File: src/rtl/seven_seg_pkg.sv
// Shared seven-segment encoding: segment bit order and high-true glyph codes.
package seven_seg_pkg;

  // Segment vector layout is {g,f,e,d,c,b,a}; bit 0 is segment a.
  typedef logic [6:0] seg_t;

  localparam int SEG_A = 0;
  localparam int SEG_B = 1;
  localparam int SEG_C = 2;
  localparam int SEG_D = 3;
  localparam int SEG_E = 4;
  localparam int SEG_F = 5;
  localparam int SEG_G = 6;

  // High-true glyph codes (1 = segment lit).
  localparam seg_t SEG_0     = 7'h3F;
  localparam seg_t SEG_1     = 7'h06;
  localparam seg_t SEG_2     = 7'h5B;
  localparam seg_t SEG_3     = 7'h4F;
  localparam seg_t SEG_4     = 7'h66;
  localparam seg_t SEG_5     = 7'h6D;
  localparam seg_t SEG_6     = 7'h7D;
  localparam seg_t SEG_7     = 7'h07;
  localparam seg_t SEG_8     = 7'h7F;
  localparam seg_t SEG_9     = 7'h6F;
  localparam seg_t SEG_DASH  = 7'h40;
  localparam seg_t SEG_BLANK = 7'h00;

endpackage

File: src/rtl/bcd_to_seg.sv
// Combinational BCD nibble to high-true seven-segment decoder; non-BCD shows a dash.
module bcd_to_seg
  import seven_seg_pkg::*;
(
  input  logic [3:0] nibble_i,
  output seg_t       seg_o
);

  // Glyph lookup; nibbles 10-15 fall through to the dash.
  always_comb begin
    case (nibble_i)
      4'd0:    seg_o = SEG_0;
      4'd1:    seg_o = SEG_1;
      4'd2:    seg_o = SEG_2;
      4'd3:    seg_o = SEG_3;
      4'd4:    seg_o = SEG_4;
      4'd5:    seg_o = SEG_5;
      4'd6:    seg_o = SEG_6;
      4'd7:    seg_o = SEG_7;
      4'd8:    seg_o = SEG_8;
      4'd9:    seg_o = SEG_9;
      default: seg_o = SEG_DASH;
    endcase
  end

endmodule

File: src/rtl/bcd_seven_seg_scanner.sv
// Multiplexed seven-segment scanner: buffers BCD loads, commits them at frame
// boundaries, scans digits with a refresh divider and optionally blanks leading zeros.
module bcd_seven_seg_scanner
  import seven_seg_pkg::*;
#(
  parameter int DIGITS     = 2,
  parameter int CLK_DIV    = 4,
  parameter int ACTIVE_LOW = 1
) (
  input  logic                  clk,
  input  logic                  reset,
  input  logic [4*DIGITS-1:0]   bcd_in,
  input  logic                  load,
  input  logic                  blank_lz,
  output logic [6:0]            seg,
  output logic [DIGITS-1:0]     an,
  output logic                  frame_done
);

  localparam int CNT_W = (CLK_DIV > 1) ? $clog2(CLK_DIV) : 1;
  localparam int IDX_W = (DIGITS > 1) ? $clog2(DIGITS) : 1;

  localparam seg_t              SEG_OFF = (ACTIVE_LOW != 0) ? 7'h7F : 7'h00;
  localparam logic [DIGITS-1:0] AN_OFF  = (ACTIVE_LOW != 0) ? {DIGITS{1'b1}} : {DIGITS{1'b0}};

  logic [CNT_W-1:0]    cnt_q, cnt_d;
  logic [IDX_W-1:0]    idx_q, idx_d;
  logic [4*DIGITS-1:0] disp_q, disp_d;
  logic [4*DIGITS-1:0] pend_q, pend_d;
  logic                pend_v_q, pend_v_d;
  seg_t                seg_q, seg_d;
  logic [DIGITS-1:0]   an_q, an_d;
  logic                fd_q, fd_d;

  logic                cnt_end_s;
  logic                boundary_s;
  logic [4*DIGITS-1:0] shifted_s;
  logic [3:0]          nibble_s;
  seg_t                code_s;
  seg_t                seg_hi_s;
  logic [DIGITS-1:0]   blank_s;
  logic [DIGITS-1:0]   onehot_s;
  logic                zero_run_s;

  // Divider, digit index and the pending/display hand-off at frame boundaries.
  always_comb begin
    cnt_end_s  = (cnt_q == CNT_W'(CLK_DIV - 1));
    boundary_s = cnt_end_s && (idx_q == IDX_W'(DIGITS - 1));

    if (cnt_end_s) begin
      cnt_d = {CNT_W{1'b0}};
      if (idx_q == IDX_W'(DIGITS - 1)) begin
        idx_d = {IDX_W{1'b0}};
      end else begin
        idx_d = idx_q + IDX_W'(1);
      end
    end else begin
      cnt_d = cnt_q + CNT_W'(1);
      idx_d = idx_q;
    end

    disp_d   = disp_q;
    pend_d   = pend_q;
    pend_v_d = pend_v_q;
    if (load) begin
      if (boundary_s) begin
        // A load landing on the boundary goes straight to the next frame.
        disp_d   = bcd_in;
        pend_v_d = 1'b0;
      end else begin
        pend_d   = bcd_in;
        pend_v_d = 1'b1;
      end
    end else if (boundary_s && pend_v_q) begin
      disp_d   = pend_q;
      pend_v_d = 1'b0;
    end else begin
      pend_v_d = pend_v_q;
    end
  end

  // Leading-zero mask: digit i blanks when it and every higher digit are zero.
  always_comb begin
    zero_run_s = 1'b1;
    blank_s    = {DIGITS{1'b0}};
    for (int i = DIGITS - 1; i >= 1; i--) begin
      zero_run_s = zero_run_s & (disp_q[4*i +: 4] == 4'h0);
      blank_s[i] = blank_lz & zero_run_s;
    end
  end

  // Select the active digit's nibble for the decoder.
  always_comb begin
    shifted_s = disp_q >> {idx_q, 2'b00};
    nibble_s  = shifted_s[3:0];
  end

  bcd_to_seg u_dec (
    .nibble_i (nibble_s),
    .seg_o    (code_s)
  );

  // Next output values: anode one-hot, blanking and board polarity.
  always_comb begin
    for (int i = 0; i < DIGITS; i++) begin
      onehot_s[i] = (idx_q == IDX_W'(i));
    end
    if (blank_s[idx_q]) begin
      seg_hi_s = SEG_BLANK;
    end else begin
      seg_hi_s = code_s;
    end
    if (ACTIVE_LOW != 0) begin
      seg_d = ~seg_hi_s;
      an_d  = ~onehot_s;
    end else begin
      seg_d = seg_hi_s;
      an_d  = onehot_s;
    end
    fd_d = boundary_s;
  end

  // State and registered outputs; synchronous reset discards pending data.
  always_ff @(posedge clk) begin
    if (reset) begin
      cnt_q    <= {CNT_W{1'b0}};
      idx_q    <= {IDX_W{1'b0}};
      disp_q   <= {(4*DIGITS){1'b0}};
      pend_q   <= {(4*DIGITS){1'b0}};
      pend_v_q <= 1'b0;
      seg_q    <= SEG_OFF;
      an_q     <= AN_OFF;
      fd_q     <= 1'b0;
    end else begin
      cnt_q    <= cnt_d;
      idx_q    <= idx_d;
      disp_q   <= disp_d;
      pend_q   <= pend_d;
      pend_v_q <= pend_v_d;
      seg_q    <= seg_d;
      an_q     <= an_d;
      fd_q     <= fd_d;
    end
  end

  assign seg        = seg_q;
  assign an         = an_q;
  assign frame_done = fd_q;

endmodule

File: config.mk
export PLATFORM = sky130hd
export DESIGN_NAME = bcd_seven_seg_scanner
export DESIGN_NICKNAME = d
export VERILOG_FILES = /design/src/rtl/seven_seg_pkg.sv /design/src/rtl/bcd_to_seg.sv /design/src/rtl/bcd_seven_seg_scanner.sv
export SDC_FILE = /design/constraint.sdc
export NUM_CORES = 1
export LEC_CHECK = 0
export ABC_AREA = 1
export CAP_MARGIN = 20
export CORE_MARGIN = 5
export CORE_UTILIZATION = 55
export DETAILED_ROUTE_END_ITERATION = 12
export MAX_ROUTING_LAYER = met4
export PLACE_DENSITY_LB_ADDON = 0.25
export SKIP_LAST_GASP = 1
export SYNTH_ARGS = -nofsm -noshare
export SYNTH_HDL_FRONTEND = slang
export SYNTH_HIERARCHICAL = 1
export SYNTH_SLANG_ARGS = --single-unit
File: constraint.sdc
create_clock -name clk -period 3.15 [get_ports clk]
set_input_delay 0.63 -clock clk [delete_from_list [all_inputs] [get_ports clk]]
set_output_delay 0.63 -clock clk [all_outputs]
set_load 0.02 [all_outputs]
==> After elaboration in Yosys (flattened, before gate mapping) <==
Memory sizes are Yosys's and may differ from the RTL's.
Cells that the tools add are included.
{ "op_classes": {"bitwise": 5, "order_cmp": 1, "eq_ne": 2, "reduce_logical": 7, "shifts": 1, "mux": 10, "addsub": 2} }
{ "op_table": {"columns": ["op", "count"], "rows": [
  ["8-bit two-way mux", 3],
  ["8-bit by 3-bit >> shifter with 4-bit output", 1],
  ["7-bit two-way mux", 1],
  ["7-bit NOT", 1],
  ["1-bit two-way mux", 6],
  ["4-bit zero test", 1],
  ["2-bit AND reduction", 2],
  ["2-bit by 1-bit adder with 2-bit output (second input constant)", 1],
  ["2-bit == test (second input constant)", 1],
  ["1-bit logical AND", 2],
  ["1-bit by 2-bit less-than comparator with 1-bit output (second input constant)", 1],
  ["2-bit by 1-bit inequality test with 1-bit output (second input constant)", 1],
  ["1-bit NOT", 2],
  ["2-bit NOT", 1],
  ["2-bit nonzero test", 1],
  ["2-bit OR reduction", 1],
  ["1-bit adder (second input constant)", 1],
  ["1-bit bitwise AND", 1]
]} }
{ "totals": {"mem_bits_ro": 112, "output_inout_bits": 10, "in_bits": 12, "reg_bits": 30, "mem_count": 1, "word_cells": 37} }
{ "mem_list": {"columns": ["memory", "depth", "word_bits", "rd", "rd_clocked_by_memory_dff", "wr", "line_no", "source"], "rows": [
  ["(name not given)", 16, 7, 1, 0, 0, "bcd_to_seg.sv:11", "case (nibble_i)"]
]} }

==> Longest topological paths before layout <==
Gate-level depths: netlist of the first run.
{ "depth": {"ltp_word": 6, "depth_mapped": 11, "mapped_depth_nobuf": 10} }

==> Modules after synthesis <==
The synthesis of the first run kept the hierarchy.
{ "modules_own_cells": {"columns": ["mod", "area_per_inst_um2", "n_inst", "seq_area_each_um2", "cells_each"], "rows": [
  ["bcd_seven_seg_scanner", 1191.1, 1, 600.6, 160],
  ["bcd_to_seg", 192.7, 1, 0.0, 36]
]} }

==> Worst setup path after synthesis of the first run <==
OpenSTA, ideal clock, no wires.
{ "synth_timing": {"kind": "reg-to-reg", "from": "register idx_q", "to": "register seg_q[3], in the netlist seg[3]", "path_stages_with_launch": 10, "path_slack_ps": 1541, "synth_period_minus_slack_ps": 1609, "arrival_time_ps": 1483, "setup_ps": 126, "n_path_buf": 1, "required_time_ps": 3024, "cell_sequence": "dfxtp_1 > buf_4 > o21ai_0 > inv_1 > ha_1 > nand2_1 > nand2_1 > nand2_1 > nand2_1 > nand3_1"} }
{ "synth_via": {"elab_chain_cells": 4, "word_cells_on_any_way": 6, "classes_between": "shift: 1; mux: 3; bitwise: 1; memory: 1"} }
{ "synth_rtl": {"columns": ["element", "line_no", "source"], "rows": [
  ["start, declared", "bcd_seven_seg_scanner.sv:27", "logic [IDX_W-1:0] idx_q, idx_d;"],
  ["start signal, assigned", "bcd_seven_seg_scanner.sv:127", "idx_q <= {IDX_W{1'b0}};"],
  ["start signal, assigned", "bcd_seven_seg_scanner.sv:136", "idx_q <= idx_d;"],
  ["8-bit by 3-bit >> shifter with 4-bit output", "bcd_seven_seg_scanner.sv:94", "shifted_s = disp_q >> {idx_q, 2'b00};"],
  ["via shifted_s[1]", "bcd_seven_seg_scanner.sv:37", "logic [4*DIGITS-1:0] shifted_s;"],
  ["memory 16 x 7 bit", null, null],
  ["via code_s[3]", "bcd_seven_seg_scanner.sv:39", "seg_t code_s;"],
  ["7-bit two-way mux", "bcd_seven_seg_scanner.sv:108", "if (blank_s[idx_q]) begin"],
  ["7-bit NOT", "bcd_seven_seg_scanner.sv:114", "seg_d = ~seg_hi_s;"],
  ["end signal, assigned", "bcd_seven_seg_scanner.sv:140", "seg_q <= seg_d;"],
  ["end, declared", "bcd_seven_seg_scanner.sv:31", "seg_t seg_q, seg_d;"]
]} }
The timed path passes the listed nets, and every way through them passes these cells. The select of a mux whose other input is x is not followed.
A chain may end at the register's enable or synchronous reset.

==> Worst setup path in the final report of the first run <==
{ "layout_timing": {"from": "register fd_q, in the netlist frame_done", "to": "output frame_done"} }
{ "layout_lines": {"columns": ["element", "line_no", "source"], "rows": [
  ["start, declared", "bcd_seven_seg_scanner.sv:33", "logic fd_q, fd_d;"],
  ["start signal, assigned", "bcd_seven_seg_scanner.sv:133", "fd_q <= 1'b0;"],
  ["start signal, assigned", "bcd_seven_seg_scanner.sv:142", "fd_q <= fd_d;"],
  ["end, declared", "bcd_seven_seg_scanner.sv:17", "output logic frame_done"]
]} }
No word-level cell between the ends.

==> results of run 1 <==
cells in the mapped netlist (all sizes together):
cell,count
nand2,71
nor3b,1
dfxtp,30
ha,7
o211ai,1
nor3,1
clkinv,2
nand4,1
a21oi,1
buf,5
inv,19
nor2,37
nand3,8
o21ai,12
cells by family after synthesis:
family,count (synthesis),synth area share
adder cells (fa/ha/maj),7,0.0633
buffers and inverters,26,0.0886
flip-flops,30,0.434
AND/OR/NAND/NOR,119,0.362
AO/OA/AOI/OAI,14,0.0524
cell usage in the layout, fill, tap and decap left out:
cell             Yosys  routed
nand2_2              1       1
clkbuf_4             0       5
nand4_2              1       1
inv_4                1       1
nand2_4              3       3
clkdlybuf4s50_1      0      21
dfxtp_1             30      30
clkinv_1             1       1
nand2_1             67      67
o21ai_0             12      12
o211ai_1             1       1
inv_1               15      15
nand3_1              8       8
inv_2                3       3
clkbuf_1             0       1
ha_1                 7       7
nor3_1               1       1
clkinv_2             1       2
a21oi_1              1       1
nor2_2               2       2
clkbuf_8             0       1
nor3b_1              1       1
nor2_1              35      35
per-stage QoR:
stage,power (mW),util,instance area [sq um],worst slack (ns)
detailed placement,0.530,0.654,1590,0.957
global placement,0.526,0.654,1590,1.05
floorplan,0.487,-,1380,1.54
finish,0.750,0.679,1650,1.29
global route,0.798,0.679,1650,1.11
CTS,0.760,0.679,1650,1.26
power by group:
group,switching (mW),leakage (nW),internal [mW]
registers,0.00968,0.248,0.402
logic,0.0580,0.556,0.0495
clock network,0.123,0.0353,0.108
sequential cells by signal, summed over array words and instances, names as in the netlist:
register    flops
cnt_q           2
an              2
seg             7
pend_v_q        1
pend_q          8
disp_q          8
idx_q           1
frame_done      1
cell type report:
type | count | area (sq um) | share of cell area
clock buffers | 7 | 55.1 | 0.0333
clock inverters | 1 | 5.00 | 0.00303
inverters | 21 | 82.6 | 0.0500
multi-input cells | 140 | 661 | 0.400
flip-flops and latches | 30 | 601 | 0.364
well taps | 30 | 37.5 | 0.0227
repair buffers | 21 | 210 | 0.127
routing by layer:
layer | vias to the layer above | global-route usage | share of wire
met1 | 484 | 0.174 | 0.44
li1 | 641 | - | -
met5 | - | - | 0
met4 | 0 | 0.0854 | 0.017
met2 | 29 | 0.267 | 0.48
met3 | 5 | 0.0713 | 0.058
how the worst max path moves through the flow:
| stage | from | endpoint |
|---|---|---|
| floorplan | idx_q | seg[3] |
| finish | frame_done | frame_done |
| detailed placement | reset | pend_q[1] |
| global route | idx_q | seg[3] |
| global placement | reset | pend_q[1] |
| CTS | frame_done | frame_done |
==> results.txt, run 1 <==
----------------------------------------------------
[Status]
  Run status ... finished, final reports clean

[Critical path]
  Worst reg-to-reg path cell count ... 8
  Maximum net fanout on the critical path ... 1
  Register-to-register setup slack ... 1.33 ns
  Worst Path Required ... 2.52 ns
  R2r endpoint ... seg[3]
  Slowest Stage Delay on Critical Path ... 0.60 ns
  Largest delay contributor family on the critical path ... buffers and inverters
  Reg-to-Reg Start ... idx_q
  Critical path capture point type ... output port
  Worst-path cell with the longest stage delay ... clkdlybuf4s50_1
  Type of origin of the critical path ... register
  Count of buffer and inverter cells on the critical path ... 1
  Worst path depth ... 1
  Data arrival time of the critical path ... 1.23 ns
  Ordered cell list for the critical path ... clkdlybuf4s50_1
  Worst Path Class, Setup ... reg -> out

[CTS]
  Post-CTS setup repair buffer count ... 0
  Clock-pin slew reported for the worst setup and hold paths after clock tree synthesis ... 0.08 ns
  CTS tree ... built
  TritonCTS buffer count ... 5
  Cell at the root of the clock tree ... clkbuf_4
  H-tree depth ... 2
  Number of hold buffers added after cts ... 0
  Quantity of gates resized following cts ... 0
  Worst-skew pair later-pin latency ... 0.32 ns
  Maximum number of buffers from clock root to sink ... 2
  Number of clock sinks ... 30

[GRT]
  Global-route wire length before repair ... 4360 um
  Initial antenna violation count ... 0
  Via count of the first global-routing pass ... 1,056
  Maximum number of pins on one net before global-route repair ... 28
  GRT Total Usage ... 0.167
  Remaining global-route overflow ... 0

[Synthesis]
  Total of flip-flops plus latches after synthesis ... 30
  Portion of synthesized cell area occupied by the leading cell type ... 0.434
  Largest cells by area after synthesis ... dfxtp_1 43%, nand2_1 18%, nor2_1 9.5%
  Synthesized netlist cell count ... 196
  Netlist Area Pre-Place ... 1380 sq um
  Cell type with the largest total area after synthesis ... dfxtp_1
  Sequential cell area fraction in the yosys report ... 0.434
  Net count after synthesis ... 215
  Number of distinct standard cells referenced by the synthesized netlist ... 22
  Synthesized area divided by synthesized cell count ... 7.06 sq um
  Number of warnings issued by yosys ... 6

[STA]
  Final Hold Violating Endpoints ... 0
  Least-Margin Pin Slew ... 0.658 ns
  Sum of negative setup slack ... 0 ns
  RSZ-0062 raised after global routing ... no
  Clock Skews ... 0.0103 ns
  Highest Clock Rate ... 537 MHz
  Number of pins exceeding their max-slew limit in the final report ... 0
  Final worst path period need ... 1.86 ns
  Tcrit/Tclk final ... 0.591
  Final number of setup-violating endpoints ... 0
  Rel. slew slack ... 0.559
  Hold Worst Slack ... 0.436 ns

[Die]
  Top-level port count ... 22
  Core region area ... 2430 sq um
  Die width ... 60.2 um
  Die ar. ... 3620 sq um
  Row count ... 18
  Die H ... 60.2 um
  Starting Density ... 0.569

[Final layout]
  Final Instance Count excl. Fillers ... 250
  Count of filler cells inserted in the layout ... 216
  Number of antenna diodes ... 0
  Share of cells above drive strength 1 ... 0.0864
  Final #Nets ... 238
  Area Growth Syn to Fin ... 19.3%

[Hold path]
  Terminating pin of the worst hold path ... cnt_q[0]
  Number of cells on the worst hold path ... 1
  Hold crit path type ... reg -> reg
  Start point of the worst min-delay path ... cnt_q[0]

[Placed design]
  Number of port buffers ... 21
  Placed cells ... 242
  Final HPWL DP ... 1790 um
  Final weighted congestion in routability-driven placement ... 0.874

[Route]
  Iteration-0 DRC count of the detailed router ... 22
  Vias post-DR ... 1,159
  Pre-antenna DRT Iters ... 4
  Vias/cell ... 4.64
  Routed len/inst ... 9.60 um
  Sum of routed wire length over all layers ... 2400 um
  Post-detailed-route count of antenna-violating nets ... 0
  # DRC ... 0

[Pwr]
  Power density of the placed cells ... 454 nW/um^2
  Max IR drop VDD ... 0.415 mV
  Leakage component of the power ... 0.839 nW

[Job]
  Number of max-cap violations ... 0

----------------------------------------------------
No activity file was read; power rests on OpenSTA's default activity.
==> inputs of run 2 (changes only) <==
- CORE_UTILIZATION: 55 -> 52
- clock period: 3.15 -> 1.94 ns (I/O delays scaled with it)
==> run 2 against run 1 <==
  * Non-clock buffer count grew 2
  * First-iteration DRC count is 55% higher
  * Register-to-register slack lost 1.1 ns
  * Routed wire length up 11%
  * Clock power rose by 65%
  * Critical path depth grew 8
  * Worst setup slack lost 1.1 ns
  * Critical path type is now reg -> reg
  * Critical endpoint is now seg[3]
==> results.txt, run 2 (synthesis gave the netlist of run 1 again) <==
----------------------------------------------------
[Placed design]
  Final weighted congestion in routability-driven placement ... 0.887
  Final HPWL DP ... 1990 um
  Number of port buffers ... 21

[Final layout]
  Commonest non-fill, non-tap cell in the layout ... nand2_1
  Number of antenna diodes ... 0
  Count of filler cells inserted in the layout ... 229
  Most used cells in the layout excluding fill and tap cells ... 67 x nand2_1, 35 x nor2_1, 30 x dfxtp_1
  Register Area ... 601 sq um
  Share of cells above drive strength 1 ... 0.0946
  Area Growth Syn to Fin ... 20.4%
  Multi-input gate area ... 661 sq um
  Final #Nets ... 240

[Critical path]
  Type of origin of the critical path ... register
  Data arrival time of the critical path ... 1.95 ns
  Critical Path Most Common Cell ... nand2_1
  Capture point of the worst path ... seg[3]
  Critical path capture point type ... register
  Slowest Stage Delay on Critical Path ... 0.54 ns
  Maximum net fanout on the critical path ... 10
  R2r endpoint ... seg[3]
  Worst reg-to-reg path cell count ... 9
  Origin of the worst setup path ... idx_q
  Worst-path cell with the longest stage delay ... dfxtp_1
  Ordered cell list for the critical path ... nand2_1 -> o21ai_1 -> inv_1 -> ha_1 -> nand2_1 -> nand2_1 -> nand2_1 -> nand2_1 -> nand3_1
  Worst Path Required ... 2.14 ns
  Reg-to-Reg Start ... idx_q
  Worst Path Class, Setup ... reg -> reg
  Register-to-register setup slack ... 0.20 ns

[Pwr]
  Clock share of power ... 0.309
  Sw Ratio ... 0.260
  Net switching power figure ... 0.320 mW
  Fraction of power consumed by combinational cells ... 0.146
  Sequential share of power ... 0.544
  Overall Power ... 1.23 mW
  Max IR drop VDD ... 0.482 mV
  Cell internal power dissipation ... 0.911 mW
  Leakage component of the power ... 0.849 nW
  Power density of the placed cells ... 739 nW/um^2

[CTS]
  Worst-skew pair later-pin latency ... 0.32 ns
  Number of clock sinks ... 30
  Cell at the root of the clock tree ... clkbuf_4
  Post-CTS setup repair buffer count ... 0
  Quantity of gates resized following cts ... 0
  Number of hold buffers added after cts ... 0
  TritonCTS buffer count ... 5
  H-tree depth ... 2
  Maximum number of buffers from clock root to sink ... 2
  Clock-pin slew reported for the worst setup and hold paths after clock tree synthesis ... 0.09 ns
  CTS tree ... built

[STA]
  Final number of setup-violating endpoints ... 0
  Highest Clock Rate ... 573 MHz
  Rel. slew slack ... 0.585
  Final worst path period need ... 1.74 ns
  Number of pins exceeding their max-slew limit in the final report ... 0
  Least-Margin Pin Slew ... 0.615 ns
  Tcrit/Tclk final ... 0.899
  Final Hold Violating Endpoints ... 0
  Sum of negative setup slack ... 0 ns
  RSZ-0062 raised after global routing ... no
  Clock Skews ... 0.00149 ns

[Route]
  Pre-antenna DRT Iters ... 4
  Sum of routed wire length over all layers ... 2660 um
  # DRC ... 0
  Vias post-DR ... 1,202
  Vias/cell ... 4.77
  Routed len/inst ... 10.5 um
  Post-detailed-route count of antenna-violating nets ... 0
  Iteration-0 DRC count of the detailed router ... 34

[GRT]
  Remaining global-route overflow ... 0
  Via count of the first global-routing pass ... 1,167
  GRT Total Usage ... 0.176
  Maximum number of pins on one net before global-route repair ... 28
  Initial antenna violation count ... 0
  Global-route wire length before repair ... 4630 um

[Hold path]
  Hold crit path type ... reg -> reg

[Die]
  Row count ... 18
  Die H ... 61.6 um
  Starting Density ... 0.549
  Die width ... 61.6 um
  Die ar. ... 3790 sq um
  Top-level port count ... 22
  Core region area ... 2520 sq um

[Status]
  Run status ... finished, final reports clean

[Job]
  Number of max-cap violations ... 0

----------------------------------------------------
==> run 2: how the worst min path moves through the flow <==
stage,start,endpoint,cells past startpoint
floorplan,cnt_q[0],cnt_q[0],1
global placement,cnt_q[0],cnt_q[0],1
detailed placement,cnt_q[0],cnt_q[0],1
CTS,cnt_q[0],cnt_q[0],1
global route,cnt_q[0],cnt_q[0],1
finish,cnt_q[0],cnt_q[0],1
==> run 2: power groups by stage <==
| stage | sequential, mW | combinational (mW) | clock (mW) |
|---|---|---|---|
| 5_1_grt | 0.674 | 0.203 | 0.435 |
| 3_3_place_gp | 0.682 | 0.176 | 0 |
| 3_5_place_dp | 0.685 | 0.182 | 0 |
| 2_1_floorplan | 0.700 | 0.0910 | 0 |
| 4_1_cts | 0.670 | 0.183 | 0.400 |
| 6_report | 0.670 | 0.180 | 0.381 |
==> run 2: metrics by stage <==
step / cells / setup slack (ns) / utilization / hold slack [ns] / area (sq um)
detailed placement: 244 / 0.151 / 0.637 / 0.426 / 1610
CTS: 252 / 0.133 / 0.661 / 0.439 / 1670
floorplan: 196 / 0.331 / - / 0.400 / 1380
global placement: 244 / 0.287 / 0.637 / 0.412 / 1610
global route: 252 / 0.0188 / 0.661 / 0.466 / 1670
finish: 252 / 0.196 / 0.661 / 0.434 / 1670
==> run 2: routing by layer <==
layer	share of wire	global-route usage	up-vias
li1	-	-	643
met1	0.42	0.171	531
met2	0.52	0.305	24
met3	0.054	0.0692	4
met4	0.0090	0.0818	0
met5	0	-	-
==> run 2: final cells by class <==
| class | instances | area share |
|---|---|---|
| multi-input combinational | 140 | 0.396 |
| sequential | 30 | 0.360 |
| timing repair buffer | 23 | 0.135 |
| inverter | 21 | 0.0495 |
| clock buffer | 7 | 0.0330 |
| tap | 30 | 0.0225 |
| clock inverter | 1 | 0.00300 |
==> run 2: worst max-delay path, delay by kind of cell (launching register included) <==
family	cells	cell delay, ns
adders and majority gates	1	0.30
AOI/OAI and AO/OA	1	0.17
and+or+nand+nor	6	0.46
buffers and inverters	1	0.16
DFF	1	0.54
==> inputs of run 3 (changes only) <==
- CORE_UTILIZATION: 52 -> 55
- DONT_BUFFER_PORTS: default -> 1
==> run 3 against run 2 <==
  * Worst setup slack improved by 0.14 ns
  * Hold slack got worse by 0.30 ns
  * Global-route usage fell by 1.8 points
  * Sequential share of layout area rose by 5.5 points
  * First-iteration DRC count fell by 38%
  * Clock skew rose by 0.0083 ns
  * Flip-flop and latch count did not move
  * Fmax rose by 9.0%
  * Non-clock buffer count fell by 22
  * Design area fell by 13%
  * Register-to-register slack improved by 0.14 ns
==> results.txt, run 3 (synthesis gave the netlist of run 1 again) <==
----------------------------------------------------
[Status]
  Run status ... finished, final reports clean

[Final layout]
  Number of antenna diodes ... 0
  Commonest non-fill, non-tap cell in the layout ... nand2_1
  Most used cells in the layout excluding fill and tap cells ... 67 x nand2_1, 35 x nor2_1, 29 x dfxtp_1
  Final #Nets ... 218
  Area Growth Syn to Fin ... 4.79%
  Count of filler cells inserted in the layout ... 249
  Share of cells above drive strength 1 ... 0.105

[Route]
  Vias post-DR ... 1,101
  Pre-antenna DRT Iters ... 4
  # DRC ... 0
  Vias/cell ... 4.79
  Sum of routed wire length over all layers ... 2380 um
  Post-detailed-route count of antenna-violating nets ... 0
  Iteration-0 DRC count of the detailed router ... 21
  Routed len/inst ... 10.3 um

[Placed design]
  Final weighted congestion in routability-driven placement ... 0.821
  Number of port buffers ... 0
  Final HPWL DP ... 1710 um

[STA]
  Final Hold Violating Endpoints ... 0
  RSZ-0062 raised after global routing ... no
  Tcrit/Tclk final ... 0.825
  Number of pins exceeding their max-slew limit in the final report ... 0
  Clock Skews ... 0.00977 ns
  Highest Clock Rate ... 625 MHz
  Rel. slew slack ... 0.612
  Final number of setup-violating endpoints ... 0
  Sum of negative setup slack ... 0 ns
  Least-Margin Pin Slew ... 0.576 ns
  Final worst path period need ... 1.60 ns

[CTS]
  Post-CTS setup repair buffer count ... 0
  Worst-skew pair later-pin latency ... 0.32 ns
  Cell at the root of the clock tree ... clkbuf_4
  Number of hold buffers added after cts ... 0
  H-tree depth ... 2
  Clock-pin slew reported for the worst setup and hold paths after clock tree synthesis ... 0.09 ns
  TritonCTS buffer count ... 5
  CTS tree ... built
  Number of clock sinks ... 30
  Quantity of gates resized following cts ... 0
  Maximum number of buffers from clock root to sink ... 2

[Critical path]
  Type of origin of the critical path ... register
  Register-to-register setup slack ... 0.34 ns
  Data arrival time of the critical path ... 1.81 ns
  Worst Path Required ... 2.15 ns
  Worst Path Class, Setup ... reg -> reg
  Maximum net fanout on the critical path ... 10
  Critical path capture point type ... register

[Pwr]
  Sequential share of power ... 0.595
  Overall Power ... 1.16 mW
  Max IR drop VDD ... 0.566 mV
  Cell internal power dissipation ... 0.866 mW
  Leakage component of the power ... 0.762 nW
  Power density of the placed cells ... 803 nW/um^2
  Fraction of power consumed by combinational cells ... 0.083
  Net switching power figure ... 0.299 mW
  Clock share of power ... 0.323
  Sw Ratio ... 0.257

[GRT]
  Global-route wire length before repair ... 4120 um
  Gr busiest metal ... met2
  Met1 Track Usage GR ... 0.161
  Initial antenna violation count ... 0
  Grt met3 use ... 0.0518
  Met2 track demand over resource ... 0.256
  Via count of the first global-routing pass ... 1,031
  Maximum number of pins on one net before global-route repair ... 28
  GRT Total Usage ... 0.158
  Remaining global-route overflow ... 0

[Die]
  Core region area ... 2430 sq um
  Die width ... 60.2 um
  Starting Density ... 0.569
  Top-level port count ... 22
  Die H ... 60.2 um
  Die ar. ... 3620 sq um
  Row count ... 18

[Hold path]
  Hold crit path type ... in -> reg

[Job]
  Number of max-cap violations ... 0

----------------------------------------------------
-- run 3: changes by cell type in the layout (fill, tap and decap cells not counted), sizes merged --
| cell | before | now |
|---|---|---|
| clkdlybuf4s50 | 21 | 0 |
| buf | 2 | 1 |
-- run 3: cell type report --
type | instances | area [sq um] | share of cell area
clock inverter | 1 | 5.00 | 0.00345
multi-input combinational | 140 | 661 | 0.456
timing repair buffer | 1 | 7.51 | 0.00518
sequential | 30 | 602 | 0.415
tap | 30 | 37.5 | 0.0259
clock buffer | 7 | 55.1 | 0.0380
inverter | 21 | 82.6 | 0.0569
-- run 3: final timing paths --
check,start,endpoint,cells past startpoint
worst max-delay path,idx_q,seg[3],9
worst min-delay path,reset,cnt_q[0],1
worst max register to register,idx_q,seg[3],9
worst min register to register,cnt_q[0],cnt_q[0],1
-- run 3: routing by layer --
layer	share of wire	wire, um
met5	0	0
met4	0.021	49
met3	0.060	143
met2	0.49	1170
met1	0.43	1020
-- run 3: power groups by stage --
stage	combinational (mW)	sequential [mW]	clock, mW
after floorplan	0.0910	0.700	0
after global placement	0.0936	0.706	0
after detailed placement	0.0968	0.707	0
after CTS	0.0978	0.693	0.395
after global routing	0.113	0.698	0.425
final	0.0964	0.692	0.376
-- run 3: worst max-delay path, stage by stage, from the launching register on --
cell	delay, ns
dfxtp_2	0.45
nand2_1	0.08
o21ai_1	0.17
inv_1	0.15
ha_1	0.31
nand2_1	0.06
nand2_1	0.09
nand2_1	0.05
nand2_1	0.06
nand3_1	0.07
-- run 3: stage by stage --
step / cell area [sq um] / util / worst slack, ns / hold slack [ns] / std cells
6_report: 1450 / 0.596 / 0.340 / 0.136 / 230
2_1_floorplan: 1380 / - / 0.331 / 0.400 / 196
4_1_cts: 1450 / 0.596 / 0.113 / 0.121 / 230
3_5_place_dp: 1390 / 0.571 / 0.161 / 0.429 / 222
5_1_grt: 1450 / 0.596 / 0.104 / 0.115 / 230
3_3_place_gp: 1390 / 0.571 / 0.281 / 0.409 / 222
